--- src/rtl/serializer_pkg.sv ---
// Shared types and defaults for the sample serializer slice.
package serializer_pkg;

  localparam int DATA_W_DEF = 12;

  typedef enum logic [1:0] {
    IDLE  = 2'd0,
    LOAD  = 2'd1,
    SHIFT = 2'd2,
    GAP   = 2'd3
  } state_e;

endpackage

--- src/rtl/sample_fifo.sv ---
// Small synchronous FIFO holding samples between the filter strobe and the serial link.
// The caller guarantees push only when not full (or popping) and pop only when not empty.
module sample_fifo #(
  parameter int W     = 12,
  parameter int DEPTH = 4
) (
  input  logic                     clk,
  input  logic                     rst,
  input  logic                     push,
  input  logic                     pop,
  input  logic [W-1:0]             din,
  output logic [W-1:0]             dout,
  output logic                     full,
  output logic                     empty,
  output logic [$clog2(DEPTH):0]   level
);

  localparam int AW = $clog2(DEPTH);

  logic [W-1:0]  mem_q [DEPTH];
  logic [AW-1:0] wrPtr_q;
  logic [AW-1:0] rdPtr_q;
  logic [AW:0]   level_q;

  // Pointers wrap naturally because DEPTH is a power of two.
  always_ff @(posedge clk) begin
    if (rst) begin
      wrPtr_q <= '0;
      rdPtr_q <= '0;
      level_q <= '0;
    end else begin
      if (push) wrPtr_q <= wrPtr_q + 1'b1;
      if (pop)  rdPtr_q <= rdPtr_q + 1'b1;
      case ({push, pop})
        2'b10:   level_q <= level_q + 1'b1;
        2'b01:   level_q <= level_q - 1'b1;
        default: level_q <= level_q;
      endcase
    end
  end

  always_ff @(posedge clk) begin
    if (push) mem_q[wrPtr_q] <= din;
  end

  assign dout  = mem_q[rdPtr_q];
  assign full  = (level_q == (AW+1)'(DEPTH));
  assign empty = (level_q == '0);
  assign level = level_q;

endmodule

--- src/rtl/sample_serializer.sv ---
// Buffers decimated filter samples and ships each one as a framed, MSB-first serial word.
module sample_serializer
  import serializer_pkg::*;
#(
  parameter int DATA_W     = DATA_W_DEF,
  parameter int FIFO_DEPTH = 4,
  parameter int CLK_DIV    = 2
) (
  input  logic                          clk,
  input  logic                          rst,
  input  logic [DATA_W-1:0]             sample_in,
  input  logic                          sample_valid,
  output logic                          sclk,
  output logic                          sdo,
  output logic                          fs,
  output logic                          busy,
  output logic                          overflow,
  output logic [$clog2(FIFO_DEPTH):0]   fifo_level
);

  localparam int BW = $clog2(DATA_W);
  localparam int DW = $clog2(2 * CLK_DIV);
  localparam logic [BW-1:0] BIT_MSB  = BW'(DATA_W - 1);
  localparam logic [DW-1:0] DIV_LAST = DW'(2 * CLK_DIV - 1);
  localparam logic [DW-1:0] DIV_HALF = DW'(CLK_DIV);

  state_e              state_q, state_d;
  logic [BW-1:0]       bitCnt_q, bitCnt_d;
  logic [DW-1:0]       divCnt_q, divCnt_d;
  logic [DATA_W-1:0]   shiftReg_q, shiftReg_d;
  logic                overflow_q, overflow_d;
  logic                sclk_q, sclk_d;
  logic                sdo_q, sdo_d;
  logic                fs_q, fs_d;
  logic                busy_q, busy_d;

  logic [DATA_W-1:0]   fifoDout;
  logic                fifoFull;
  logic                fifoEmpty;
  logic                popEn;
  logic                pushEn;

  // A pop frees a slot, so a full FIFO still accepts a sample on the pop cycle.
  assign popEn  = (state_q == IDLE) && !fifoEmpty;
  assign pushEn = sample_valid && (!fifoFull || popEn);

  sample_fifo #(
    .W     (DATA_W),
    .DEPTH (FIFO_DEPTH)
  ) u_fifo (
    .clk   (clk),
    .rst   (rst),
    .push  (pushEn),
    .pop   (popEn),
    .din   (sample_in),
    .dout  (fifoDout),
    .full  (fifoFull),
    .empty (fifoEmpty),
    .level (fifo_level)
  );

  always_comb begin
    state_d    = state_q;
    bitCnt_d   = bitCnt_q;
    divCnt_d   = divCnt_q;
    shiftReg_d = shiftReg_q;
    overflow_d = overflow_q | (sample_valid & ~pushEn);

    case (state_q)
      IDLE: begin
        if (popEn) begin
          shiftReg_d = fifoDout;
          state_d    = LOAD;
        end
      end
      LOAD: begin
        bitCnt_d = BIT_MSB;
        divCnt_d = '0;
        state_d  = SHIFT;
      end
      SHIFT: begin
        if (divCnt_q == DIV_LAST) begin
          divCnt_d = '0;
          if (bitCnt_q == '0) state_d = GAP;
          else                bitCnt_d = bitCnt_q - 1'b1;
        end else begin
          divCnt_d = divCnt_q + 1'b1;
        end
      end
      GAP: begin
        if (divCnt_q == DIV_LAST) begin
          divCnt_d = '0;
          state_d  = IDLE;
        end else begin
          divCnt_d = divCnt_q + 1'b1;
        end
      end
      default: state_d = IDLE;
    endcase

    // Line outputs are derived from next-state values so the registers line up with the state.
    sclk_d = (state_d == SHIFT) && (divCnt_d >= DIV_HALF);
    sdo_d  = (state_d == SHIFT) && shiftReg_d[bitCnt_d];
    fs_d   = (state_d == SHIFT) && (bitCnt_d == BIT_MSB);
    busy_d = (state_d != IDLE);
  end

  always_ff @(posedge clk) begin
    if (rst) begin
      state_q    <= IDLE;
      bitCnt_q   <= '0;
      divCnt_q   <= '0;
      shiftReg_q <= '0;
      overflow_q <= 1'b0;
      sclk_q     <= 1'b0;
      sdo_q      <= 1'b0;
      fs_q       <= 1'b0;
      busy_q     <= 1'b0;
    end else begin
      state_q    <= state_d;
      bitCnt_q   <= bitCnt_d;
      divCnt_q   <= divCnt_d;
      shiftReg_q <= shiftReg_d;
      overflow_q <= overflow_d;
      sclk_q     <= sclk_d;
      sdo_q      <= sdo_d;
      fs_q       <= fs_d;
      busy_q     <= busy_d;
    end
  end

  assign sclk     = sclk_q;
  assign sdo      = sdo_q;
  assign fs       = fs_q;
  assign busy     = busy_q;
  assign overflow = overflow_q;

endmodule

--- config.mk ---
export PLATFORM = sky130hd
export DESIGN_NAME = sample_serializer
export DESIGN_NICKNAME = d
export VERILOG_FILES = /design/src/rtl/serializer_pkg.sv /design/src/rtl/sample_fifo.sv /design/src/rtl/sample_serializer.sv
export SDC_FILE = /design/constraint.sdc
export NUM_CORES = 1
export LEC_CHECK = 0
export CORE_ASPECT_RATIO = 1.4
export CORE_MARGIN = 2
export CORE_UTILIZATION = 64
export CTS_BUF_LIST = sky130_fd_sc_hd__clkbuf_2
export CTS_CLUSTER_SIZE = 30
export DETAILED_ROUTE_END_ITERATION = 10
export DONT_BUFFER_PORTS = 1
export PLACE_DENSITY = 0.8
export SYNTH_ARGS = -nofsm -noshare
export SYNTH_HDL_FRONTEND = slang
export SYNTH_SLANG_ARGS = --single-unit
--- constraint.sdc ---
create_clock -name clk -period 3.3 [get_ports clk]
set_clock_uncertainty 0.05 [all_clocks]
set_input_delay 0.33 -clock clk [delete_from_list [all_inputs] [get_ports clk]]
set_output_delay 0.33 -clock clk [all_outputs]
set_load 0.1 [all_outputs]
# Word-level counts from Yosys, hierarchy flattened

Memory sizes are Yosys's and may differ from the RTL's. A register that Yosys moved wholly into a read port is not among the register bits.
Index checks and enable logic that the tools add are counted.

Flip-flop bits (word level): 32
RAM bits: 48
Output and inout port bits: 8
Memories: 1

Memories:

| name         | depth | width | rd ports | clocked after memory_dff | write ports | line              | text |
|---|---|---|---|---|---|---|---|
| u_fifo.mem_q | 4     | 12    | 1        | 1                        | 1           | sample_fifo.sv:20 | `logic [W-1:0] mem_q [DEPTH];` |

$add $sub $neg: 6
Magnitude comparators: 2
Equality and inequality tests: 9
Muxes and demuxes: 19
Bitwise logic cells: 3
Reduce and logical (&&, ||, !) cells: 14

Operators by type and width:

| kind                                                      | count |
|---|---|
| two-way mux 12 bit                                        | 2 |
| two-way mux 2 bit                                         | 7 |
| equality test 2 bit (second input constant)               | 5 |
| two-way mux 4 bit                                         | 2 |
| one-hot mux 2 bit (4 select lines)                        | 1 |
| one-hot mux 4 bit (2 select lines)                        | 1 |
| adder 2 x 1 -> 2 bit (second input constant)              | 3 |
| one-hot mux 3 bit (2 select lines)                        | 1 |
| logical AND 1 bit                                         | 5 |
| < comparator 4 x 5 -> 1 bit (second input constant)       | 1 |
| binary-select mux 1 bit (select 4 bit)                    | 1 |
| equality test 2 x 1 -> 1 bit (second input constant)      | 2 |
| equality test 4 bit (second input constant)               | 1 |
| zero test 4 bit                                           | 1 |
| one-hot mux 2 bit (2 select lines)                        | 1 |
| nonzero test 2 bit                                        | 2 |
| subtractor 4 x 1 -> 4 bit (second input constant)         | 1 |
| adder 3 x 1 -> 3 bit (second input constant)              | 1 |
| equality test 3 bit (second input constant)               | 1 |
| zero test 3 bit                                           | 1 |
| two-way mux 1 bit                                         | 3 |
| subtractor 3 x 1 -> 3 bit (second input constant)         | 1 |
| greater-or-equal comparator 2 bit (second input constant) | 1 |
| zero test 1 bit                                           | 2 |
| 6 further kinds                                           | 6 |

# Longest topological paths before layout

Depth in word-level cells: 8
Mapped depth: 12

# Hierarchy

Synthesis repeated with hierarchy kept, for this count alone.

Cells, all modules: 269
Area total of the unflattened synthesis: 3548.4 um2

By module, submodules not included:

| module            | instances | cells each | area an instance (um2) | seq. area each (um2) |
|---|---|---|---|---|
| sample_fifo       | 1         | 109        | 2169.6                 | 1621.6 |
| sample_serializer | 1         | 160        | 1378.8                 | 500.5 |

# Worst setup path after synthesis

Ideal clock, no wire load.

Path kind: reg-to-reg
From: reg u_fifo.level_q[0], in the netlist u_fifo.level[0]
To: reg u_fifo.level_q[2], in the netlist u_fifo.level[2]
Library setup time: 0.071 ns
Data arrival time: 2.856 ns
Required time: 3.179 ns
Slack: 0.323 ns
Stages on the path, launching flop included: 10
Path buffers: 2
Cells stage by stage: dfxtp_1 -> o31a_1 -> buf_2 -> buf_2 -> ha_1 -> inv_1 -> fa_1 -> xor2_1 -> or3_1 -> a21oi_1

Word-level cells in the longest chain between the ends: 7
Elaborated cells between the ends (all ways): 13
Classes of those cells: add/sub: 2; eq/ne: 3; mux: 1; reduce/logical: 7

RTL lines:

| item                                                                     | line                    | text |
|---|---|---|
| start: declaration                                                       | sample_fifo.sv:23       | `logic [AW:0] level_q;` |
| start signal: assignment                                                 | sample_fifo.sv:35       | `2'b10: level_q <= level_q + 1'b1;` |
| start signal: assignment                                                 | sample_fifo.sv:36       | `2'b01: level_q <= level_q - 1'b1;` |
| start signal: assignment                                                 | sample_fifo.sv:37       | `default: level_q <= level_q;` |
| zero test 3 bit                                                          | sample_fifo.sv:48       | `assign empty = (level_q == '0);` |
| zero test 1 bit                                                          | sample_serializer.sv:44 | `assign popEn = (state_q == IDLE) && !fifoEmpty;` |
| logical AND 1 bit                                                        | sample_serializer.sv:44 |  |
| logical OR 1 bit                                                         | sample_serializer.sv:45 | `assign pushEn = sample_valid && (!fifoFull \|\| popEn);` |
| logical AND 1 bit                                                        | sample_serializer.sv:45 |  |
| equality test 2 x 1 -> 1 bit or equality test 2 bit (tied branches)      | sample_fifo.sv:34       | `case ({push, pop})` |
| one-hot mux 3 bit (2 select lines) or nonzero test 2 bit (tied branches) | n/a                     |  |

Several ways; a longest one is shown, not always the timed one.
A chain may end at the register's enable or synchronous reset.

# Worst setup path in the final report

From: reg state_q[0]
To: reg u_fifo.level_q[2], in the netlist u_fifo.level[2]

Word-level cells in the longest chain between the ends: 6
Elaborated cells between the ends (all ways): 8
Classes of those cells: eq/ne: 2; mux: 1; reduce/logical: 5

RTL lines:

| item                                                                     | line                     | text |
|---|---|---|
| start: declaration                                                       | sample_serializer.sv:27  | `state_e state_q, state_d;` |
| start signal: assignment                                                 | sample_serializer.sv:120 | `state_q <= state_d;` |
| zero test 2 bit (*)                                                      | sample_serializer.sv:44  |  |
| logical AND 1 bit (*)                                                    | sample_serializer.sv:44  |  |
| logical OR 1 bit                                                         | sample_serializer.sv:45  |  |
| logical AND 1 bit                                                        | sample_serializer.sv:45  |  |
| equality test 2 x 1 -> 1 bit or equality test 2 bit (tied branches)      | sample_fifo.sv:34        |  |
| one-hot mux 3 bit (2 select lines) or nonzero test 2 bit (tied branches) | n/a                      |  |

Every way passes the cells marked *; elsewhere a longest branch is shown, timed or not.

==> results.txt <==
Run status -> complete, no violations
Overall via count from detail_route -> 1959
Post-synthesis to final-layout area growth -> 11.0%
Total number of nets in the final design -> 294
Post-route fraction of the period consumed by the critical path -> 0.848
Number of antenna cells inserted -> 0
H-tree depth -> 3
Total internal power -> 2.09 mW
Detailed-route vias per instance -> 5.81
GRT overflow -> 0
Count of yosys warnings during synthesis -> 0
Post-CTS clock slew at the launch and capture registers of the worst setup and hold paths -> 210 ps
Logic gate share of total power -> 0.357
# port buffers -> 0
Initial antenna violation count -> 0
Total wire length after detailed routing -> 6050 microns
First-pass GRT wire length -> 9970 microns
Total power divided by cell area -> 861 mW/mm^2
Post-route minimum period -> 2800 ps
Post-synthesis area per instance -> 13.9 sq um
Worst voltage drop across the vdd grid -> 0.584 mV
Count of maximum capacitance violations -> 0
Fmax achieved -> 0.357 GHz
Core outline area -> 0.00516 sq mm
Proportion of layout cells with a drive suffix above 1 -> 0.148
Setup TNS Final -> 0 ps
Final number of setup-violating endpoints -> 0
Resize count post-CTS -> 0
Die extent in y -> 90.4 microns
Crit path kind -> reg2reg
Horizontal die dimension -> 65.7 microns
HPWL reported at the end of detailed placement -> 3770 microns
Async S/R FF share, synth -> 0
Mapped Cells -> 246
Number of iterations in the first detailed-routing pass -> 4
DRC violations left -> 0
Sequential cell fraction of total power -> 0.442
Post-Synthesis Net Count -> 274
Clock insertion delay at the later pin of the skew report -> 490 ps
Average wire per standard cell -> 18.0 microns
Clock power frac -> 0.202
Die area -> 0.00594 sq mm
Number of distinct library cell variants in the gate-level netlist after synthesis -> 42
Syn Std Cell Area -> 0.00341 sq mm
Setup repair after global routing missed its margin -> no
Vias in the first global route -> 2031
Clock Sinks -> 82
Starting density of the core -> 0.662
Type of element capturing the critical path -> flip-flop
Leakage Power -> 1.36 nW
PnR Total Power -> 3.26 mW
Worst hold path type -> in2reg
Total global-route track usage -> 0.232
Cell with the most instances after synthesis -> sky130_fd_sc_hd__edfxtp_1
Ports placed on the boundary -> 23
Area share of the largest cell type after synthesis -> 0.422
Share of synthesized area occupied by flip-flops and latches -> 0.621
Final GP Congestion -> 0.739
Sw frac -> 0.360
Least-Margin Pin Slew -> 1120 ps
Count of nets left with antenna violations after detail routing -> 0
Type of origin of the critical path -> flip-flop
Number of synthesized flops with an enable pin -> 48
Violation count after the first detailed-routing iteration -> 156
Worst-case register-to-register setup slack -> 500 ps
Final Hold Viols -> 0
Largest net degree at the start of global routing -> 30
Number of register bits inferred by synthesis -> 82
Cell type contributing the most total cell area after synthesis -> sky130_fd_sc_hd__edfxtp_1
Clock Tree Buf Depth -> 2
Data required, critical path -> 3670 ps
Hold_ws -> 171 ps
Final Slew Violations -> 0
TritonCTS clock tree -> done
Num CTS Buffers -> 9
Arrival @ worst endpoint -> 3170 ps
Cell types with the largest area share after synthesis -> sky130_fd_sc_hd__edfxtp_1, sky130_fd_sc_hd__dfxtp_1, sky130_fd_sc_hd__mux4_2, sky130_fd_sc_hd__mux2i_1, sky130_fd_sc_hd__ha_1
CP max FO -> 7
Master cell of the clock root buffer -> sky130_fd_sc_hd__clkbuf_2
Primary FF master, synth -> sky130_fd_sc_hd__edfxtp_1
Most common library cells after synthesis -> sky130_fd_sc_hd__edfxtp_1, sky130_fd_sc_hd__dfxtp_1, sky130_fd_sc_hd__nor2_1
Placement Rows -> 31
Power dissipated by switching net loads -> 1.17 mW
Worst rel slew slack -> 0.250
final cells by class:
type / instances / area (sq um)
tap: 66 / 82.6
clock inverter: 5 / 103
sequential: 82 / 2120
inverter: 16 / 60.1
fill: 316 / 1370
multi-input combinational: 138 / 1190
clock buffer: 11 / 55.1
timing repair buffer: 19 / 178
registers in the layout (all words and copies together) (netlist names), named ones only:
name / cells
u_fifo.mem_q: 48
shiftReg_q: 12
bitCnt_q: 4
u_fifo.level: 3
state_q: 2
u_fifo.rdPtr_q: 2
u_fifo.wrPtr_q: 2
busy: 1
divCnt_q: 1
fs: 1
overflow: 1
sclk: 1
sdo: 1
worst max-delay path, stage by stage, from the launching register on:
cell	delay, ps
sky130_fd_sc_hd__dfxtp_1	460
sky130_fd_sc_hd__inv_1	120
sky130_fd_sc_hd__ha_1	230
sky130_fd_sc_hd__nor4b_1	340
sky130_fd_sc_hd__nor2b_1	200
sky130_fd_sc_hd__inv_1	90
sky130_fd_sc_hd__ha_1	180
sky130_fd_sc_hd__inv_1	60
sky130_fd_sc_hd__fa_1	370
sky130_fd_sc_hd__xor2_1	160
sky130_fd_sc_hd__or3_1	300
sky130_fd_sc_hd__a21oi_1	160
stage by stage:
step	cell area (sq um)	setup WS, ps	util	cells
floorplan	3410	323	-	246
global placement	3490	726	0.677	307
detailed placement	3490	558	0.677	307
CTS	3790	506	0.735	337
global route	3790	309	0.735	337
finish	3790	501	0.735	337
kinds of logic after synthesis:
| logic type | after synthesis | synth area share |
|---|---|---|
| simple gates | 63 | 0.0920 |
| buf+inv | 26 | 0.0297 |
| mux | 32 | 0.139 |
| flops | 82 | 0.621 |
| xor+xnor | 5 | 0.0128 |
| compound gates | 25 | 0.0553 |
| fa+ha+maj | 13 | 0.0498 |
worst paths after layout:
path	cells after the start	to	start
worst min register to register	2	shiftReg_q[8]$_SDFF_PP0_	shiftReg_q[8]$_SDFF_PP0_
worst max register to register	11	u_fifo.level[2]$_SDFFE_PP0P_	state_q[0]$_SDFF_PP0_
worst max-delay path	11	u_fifo.level[2]$_SDFFE_PP0P_	state_q[0]$_SDFF_PP0_
worst min-delay path	3	u_fifo.wrPtr_q[0]$_SDFFE_PP0P_	sample_valid
cell usage in the layout, fill, tap and decap left out, types with 9 or more instances in the layout:
| master | instances |
|---|---|
| sky130_fd_sc_hd__a21oi_1 | 9 |
| sky130_fd_sc_hd__inv_1 | 16 |
| sky130_fd_sc_hd__nor2_1 | 30 |
| sky130_fd_sc_hd__dlygate4sd3_1 | 14 |
| sky130_fd_sc_hd__edfxtp_1 | 48 |
| sky130_fd_sc_hd__ha_1 | 12 |
| sky130_fd_sc_hd__mux4_2 | 12 |
| sky130_fd_sc_hd__mux2i_1 | 17 |
| sky130_fd_sc_hd__dfxtp_1 | 34 |
| sky130_fd_sc_hd__clkbuf_2 | 11 |
power groups by stage:
stage	Clock, mW	Combinational [mW]	Sequential (mW)
floorplan	0	0.821	1.55
global placement	0	1.10	1.45
detailed placement	0	1.14	1.46
CTS	0.666	1.16	1.44
global route	0.709	1.27	1.46
finish	0.658	1.16	1.44
per-layer routing:
layer	wire length, microns	global-route usage
met5	0	0
met4	91	0.101
met3	214	0.0623
met2	3310	0.391
met1	2440	0.275
what timing repair did:
action | CTS | global route
endpoints found under the setup margin | 0 | 0
hold buffers | 14 | 0
hold endpoints to repair | 79 | 0
buffers inserted | 0 | 0
No activity file was read; power rests on OpenSTA's default activity.
